## config.mk

```make
export PLATFORM = sky130hd
export DESIGN_NAME = pipe_flow_ctrl
export DESIGN_NICKNAME = d
export VERILOG_FILES = /design/src/rtl/pipe_flow_ctrl.sv
export SDC_FILE = /design/constraint.sdc
export NUM_CORES = 1
export LEC_CHECK = 0
export ABC_AREA = 1
export CAP_MARGIN = 20
export CORE_MARGIN = 2
export CORE_UTILIZATION = 46
export CTS_CLUSTER_DIAMETER = 120
export DETAILED_ROUTE_END_ITERATION = 16
export PLACE_DENSITY_LB_ADDON = 0.1
export SLEW_MARGIN = 30
export SYNTH_ARGS = -nofsm -noshare
export SYNTH_HDL_FRONTEND = slang
export SYNTH_SLANG_ARGS = --single-unit
```

## constraint.sdc

```tcl
create_clock -name clk -period 3.6 [get_ports clk]
set_input_delay 0.72 -clock clk [delete_from_list [all_inputs] [get_ports clk]]
set_output_delay 0.72 -clock clk [all_outputs]
set_load 0.005 [all_outputs]
```

## src/rtl/pipe_flow_ctrl.sv

```systemverilog
// Valid/ready flow control for a fixed-latency, clock-enabled, sync-clearable datapath.
// Define PIPE_FLOW_CTRL_BEAT_CNT_EN to add the per-frame output beat counter.
module pipe_flow_ctrl #(
    parameter int LATENCY    = 4,
    parameter int DATA_WIDTH = 24
) (
    input  logic                  clk,
    input  logic                  aresetn,
    input  logic                  s_valid,
    output logic                  s_ready,
    input  logic                  s_last,
    output logic                  pipe_clken,
    output logic                  pipe_sclr,
    input  logic [DATA_WIDTH-1:0] pipe_data_in,
    output logic                  m_valid,
    input  logic                  m_ready,
    output logic [DATA_WIDTH-1:0] m_data,
    output logic                  m_last,
    input  logic                  flush,
    output logic                  busy
`ifdef PIPE_FLOW_CTRL_BEAT_CNT_EN
    ,
    output logic [15:0]           frame_beats,
    output logic                  frame_beats_valid
`endif
);

    typedef enum logic [1:0] {
        ST_RUN   = 2'd0,
        ST_DRAIN = 2'd1,
        ST_CLEAR = 2'd2
    } state_e;

    state_e state_q, state_d;

    logic                  live_q;
    logic                  adv;
    logic                  accept;
    logic                  out_hs;
    logic                  wipe;
    logic [LATENCY-1:0]    vld_q, vld_d;
    logic [LATENCY-1:0]    lst_q, lst_d;
    logic                  m_valid_q, m_valid_d;
    logic                  m_last_q, m_last_d;
    logic [DATA_WIDTH-1:0] m_data_q, m_data_d;

    // live_q keeps every enable low until the first edge after reset release.
    assign adv     = live_q && (!m_valid_q || m_ready);
    assign s_ready = adv && (state_q == ST_RUN);
    assign accept  = s_valid && s_ready;
    assign out_hs  = m_valid_q && m_ready;
    assign wipe    = flush || (state_q == ST_CLEAR);

    always_comb begin
        state_d    = state_q;
        pipe_clken = adv;
        pipe_sclr  = 1'b0;
        unique case (state_q)
            ST_RUN: begin
                if (accept && s_last) begin
                    state_d = ST_DRAIN;
                end
            end
            ST_DRAIN: begin
                if (out_hs && m_last_q) begin
                    state_d = ST_CLEAR;
                end
            end
            ST_CLEAR: begin
                pipe_clken = 1'b1;
                pipe_sclr  = 1'b1;
                state_d    = ST_RUN;
            end
            default: begin
                state_d = ST_RUN;
            end
        endcase
        if (flush) begin
            state_d = ST_CLEAR;
        end
    end

    always_comb begin
        vld_d     = vld_q;
        lst_d     = lst_q;
        m_valid_d = m_valid_q;
        m_last_d  = m_last_q;
        m_data_d  = m_data_q;
        if (wipe) begin
            vld_d     = '0;
            lst_d     = '0;
            m_valid_d = 1'b0;
            m_last_d  = 1'b0;
        end else if (adv) begin
            vld_d[0] = accept;
            lst_d[0] = accept && s_last;
            for (int i = 1; i < LATENCY; i++) begin
                vld_d[i] = vld_q[i-1];
                lst_d[i] = lst_q[i-1];
            end
            m_valid_d = vld_q[LATENCY-1];
            m_last_d  = lst_q[LATENCY-1];
            // bubbles leave the last real result on m_data
            if (vld_q[LATENCY-1]) begin
                m_data_d = pipe_data_in;
            end
        end
    end

    always_ff @(posedge clk or negedge aresetn) begin
        if (!aresetn) begin
            live_q    <= 1'b0;
            state_q   <= ST_RUN;
            vld_q     <= '0;
            lst_q     <= '0;
            m_valid_q <= 1'b0;
            m_last_q  <= 1'b0;
            m_data_q  <= '0;
        end else begin
            live_q    <= 1'b1;
            state_q   <= state_d;
            vld_q     <= vld_d;
            lst_q     <= lst_d;
            m_valid_q <= m_valid_d;
            m_last_q  <= m_last_d;
            m_data_q  <= m_data_d;
        end
    end

    assign m_valid = m_valid_q;
    assign m_last  = m_last_q;
    assign m_data  = m_data_q;
    assign busy    = (|vld_q) || m_valid_q || (state_q != ST_RUN);

`ifdef PIPE_FLOW_CTRL_BEAT_CNT_EN
    logic [15:0] beats_q, beats_d;
    logic        beats_vld_q, beats_vld_d;

    // The count that includes the m_last beat is visible during CLEAR, then zeroed.
    always_comb begin
        beats_d     = beats_q;
        beats_vld_d = 1'b0;
        if (state_q == ST_CLEAR) begin
            beats_d = '0;
        end else if (out_hs) begin
            beats_d     = beats_q + 16'd1;
            beats_vld_d = m_last_q;
        end
    end

    always_ff @(posedge clk or negedge aresetn) begin
        if (!aresetn) begin
            beats_q     <= '0;
            beats_vld_q <= 1'b0;
        end else begin
            beats_q     <= beats_d;
            beats_vld_q <= beats_vld_d;
        end
    end

    assign frame_beats       = beats_q;
    assign frame_beats_valid = beats_vld_q;
`endif

endmodule
```

Word-level counts from Yosys, hierarchy flattened
Cells that the tools add are included.
- flip-flop bits (word level): 37
- latch bits: 0
- memory bits (writable): 0
- memory bits (read-only): 0
- input port bits: 30
- logic and storage cells: 43
- memories kept: 0
- add/sub/neg operators: 0
- multipliers: 0
- divide/modulo/power cells: 0
- magnitude comparators: 0
- equality and inequality tests: 4
- shift-type cells: 0
- multiplexer cells: 14
- bitwise logic cells: 1
- reductions and logical operators: 17
- operator list (operator ; number):
    $mux 4 ; 4
    $logic_and 1x1->1 ; 6
    $mux 1 ; 6
    $mux 2 ; 3
    $logic_or 1x1->1 ; 4
    $pmux 2 s2 ; 1
    $reduce_bool 2->1 ; 2
    $reduce_or 4->1 ; 1
    $ne 3x2->1 const B ; 1
    $ne 3x3->1 const B ; 1
    $reduce_and 3->1 ; 1
    $eq 2x1->1 const B ; 1
    $eq 2x2->1 const B ; 1
    $logic_not 2->1 ; 1
    $reduce_and 2->1 ; 1
    $logic_not 1->1 ; 1
    $not 1->1 ; 1

Logic depth before layout (Yosys ltp)
- word-level depth: 9
- depth in mapped cells: 8

Least setup slack after synthesis
Ideal clock, no wire load.
- path kind: input to output
- start point: input m_ready
- end point: output pipe_clken
- arrival time: 1.024 ns
- data required time: 2.880 ns
- path slack: 1.856 ns
- stages: 2
- path through: o21ai_2 -> o21ai_0
- longest elaborated chain between the ends: 3
- RTL lines (element ; line ; RTL):
    start, declared ; 16 ; input logic m_ready,
    $logic_or 1x1->1 ; 48 ; assign adv = live_q && (!m_valid_q || m_ready);
    $logic_and 1x1->1 ; 48 ;
    $mux 1 ; 58 ; unique case (state_q)
    end, declared ; 12 ; output logic pipe_clken,
Every way passes these cells.

Worst setup path after layout
- start point: input m_ready
- end point: output s_ready
- longest elaborated chain between the ends: 3
- RTL lines (element ; line ; RTL):
    $logic_or 1x1->1 ; 48 ;
    $logic_and 1x1->1 ; 48 ;
    $logic_and 1x1->1 ; 49 ; assign s_ready = adv && (state_q == ST_RUN);
    end, declared ; 10 ; output logic s_ready,
Every way passes these cells.

==> results.md <==
- Post-CTS sizing: 0
- Die area: 3810 sq um
- Post-route cell area: 2230 sq um
- FILL cells: 260
- Sw Pwr: between 0.00015 and 0.0002 W
- Core Region: between 3000 and 4000 sq um
- N_diodes: 0
- Row cnt: 20
- Startpoint Class: input pin
- Post-layout nets: approximately 260
- Syn. warnings: 0
- Dpl cells: 263
- Placed Area: 2140 sq um
- Dpl hpwl: between 2 and 2.5 mm
- Hold Slack: 452 ps
- Fin cells: 271
- Root buffer cell: clkbuf_4
- Fmax: 358 MHz
- Post-Route WL: about 3.1 mm
- Post-Synthesis Cells: 164
- Unrepaired setup endpoints after global routing: false
- Clock skew: 6.66 ps
- Critical path class: in2out
- Slowest stage delay, CP: 530 ps
- Sw Ratio: 0.215
- Seq cells post-synth: 37
- Status: completed
- Critical path peak fanout: 5
- Number of global-route vias before repair: 1,209
- Syn Nets: 194
- Syn-to-layout area delta: 45.5%
- Final ANT Viol Nets: 0
- Unique masters post-synth: 21
- Syn avg cell area: slightly above 9 sq um
- WP data required: 2880 ps
- Clock network power share: 0.349
- Slew Viols, Final: 0
- Max Cap Viol: 0
- Setup Buffers After CTS: 0
- H-tree levels: 2
- CP cell instances: clkdlybuf4s50_1 -> o21ai_2 -> nor2_1 -> clkdlybuf4s50_1
- Flop-to-flop setup slack: between 2000 and 2500 ps
- Top_reg_cell synth: dfrtp_1
- Leak Pwr: 1.06 nW
- Logic pwr share: 0.132
- Gpl congestion: 0.909
- Final setup violation count: 0
- Arrival time at the worst endpoint: about 2100 ps
- Worst IR Drop VDD: 0.263 mV
- Crit-path slowest cell: clkdlybuf4s50_1
- Worst slew margin relative to its limit: 0.479
- Power Internal: 0.000663 W
- Clk_lat worst skew: 340 ps
- Worst Tran Pin Value: slightly below 800 ps
- DRC: 0
- DR iter-0 viols: 38
- Flop pwr share: 0.519
- Max Root-Sink Buffers: 2
- GRT Util Overall: 0.187
- Layout cells sized above 1: 0.0881
- Initial antenna violation count: 0
- DR vias: 1,217
- CTS tree: done
- Clk pin slew, worst setup/hold paths: 110 ps
- Post-CTS Hold Buffers: 0
- IO buf count: between 50 and 60
- Hold Crit Class: in2async
- Gr ovfl total: 0
- First-pass GRT wire length: 5.11 mm
- CTS sink cnt: 37
- Io pins: 60
- Initial Util: 0.494
- Most frequent cells in the layout: clkdlybuf4s50_1 (58), dfrtp_1 (37), inv_1 (36)
- TNS Setup: 0 ps
- Asr flop ratio synth: 1.00
- EDFF count, synth: 0
- Wire per inst: 11.4 um
- Synthesized area: 1530 sq um
- Final hold vios: 0
- Num CTS Buffers: 5
- Cell Pwr Density: between 300 and 400 nW/um^2
- CP endpoint kind: primary output
- DR pass1 iterations: 4
- Sequential share of the synthesized area: 0.604
- Largest net degree at the start of global routing: 50
- CP dominant cell by count: clkdlybuf4s50_1
- Die height: 61.7 um
- Final Cycle Share: 0.775
- Routed vias/inst: between 4 and 5
- Die extent in x: 61.7 um
- Core Util, Final: 0.719
- Min Tclk post-route: 2790 ps
- Commonest non-fill, non-tap cell in the layout: clkdlybuf4s50_1
==> state kept, by name (all words and copies together) (netlist names) <==
register,flops
m_data,24
lst_q,4
vld_q,4
state_q,2
live_q,1
m_last,1
m_valid,1
==> layer usage <==
| layer | global-route usage | share of wire | vias up |
|---|---|---|---|
| li1 | - | - | 633 |
| met3 | 0.0787 | 0.078 | 6 |
| met5 | 0 | 0 | - |
| met1 | 0.228 | 0.42 | 538 |
| met2 | 0.298 | 0.48 | 40 |
| met4 | 0.0669 | 0.015 | 0 |
==> power groups by stage <==
stage	Combinational (W)	Sequential [W]	Clock, W
final	0.000112	0.000438	0.000295
after floorplan	0.0000323	0.000447	0
after global routing	0.000125	0.000440	0.000320
after CTS	0.000114	0.000438	0.000305
after global placement	0.000110	0.000445	0
after detailed placement	0.000113	0.000446	0
==> worst paths after layout <==
kind,cells past startpoint,startpoint,to
worst min register to register,2,m_data[16],m_data[16]
min in group clk,2,m_data[16],m_data[16]
worst max-delay path,4,m_ready,s_ready
worst min-delay path,1,aresetn,m_data[8]
max in group asynchronous,1,aresetn,m_data[6]
worst max register to register,6,state_q[0],m_data[20]
==> Yosys cell counts (2+ instances only) <==
library cell	count	area, sq um
nand4_1	3	18.8
o21ai_0	20	100
nand3_1	4	20.0
buf_2	2	10.0
o21ai_1	5	25.0
dfrtp_1	37	926
o21ai_2	6	52.6
nor2_1	6	22.5
inv_1	36	135
o22ai_1	5	31.3
buf_6	2	22.5
nand2_1	29	109
==> per-stage QoR <==
step | power, W | setup WS (ps)
6_report | 0.000844 | 808
3_5_place_dp | 0.000560 | 816
5_1_grt | 0.000885 | 727
3_3_place_gp | 0.000556 | 849
4_1_cts | 0.000857 | 818
2_1_floorplan | 0.000479 | 1860
==> worst max-delay path, delay by kind of cell <==
family	cells	cell delay [ps]
buffers and inverters	2	1060
and+or+nand+nor	1	170
AOI/OAI and AO/OA	1	120
==> cells by family (layout without fill, tap and decap cells) <==
group	after synthesis	count (layout)	share of synthesized area
compound gates	37	37	0.142
buf+inv	42	105	0.114
flops	37	37	0.604
other cells	1	1	0.00245
simple gates	47	47	0.137
==> area by class of cell <==
class	instances	area (sq um)	share of cell area
Clock buffer	7	55.1	0.0247
Inverter	37	139	0.0623
Timing Repair Buffer	60	593	0.266
Tap cell	44	55.1	0.0247
Sequential cell	37	926	0.415
Clock inverter	1	30.0	0.0135
Multi-Input combinational cell	85	432	0.194
(Power assumes the default switching activity.)
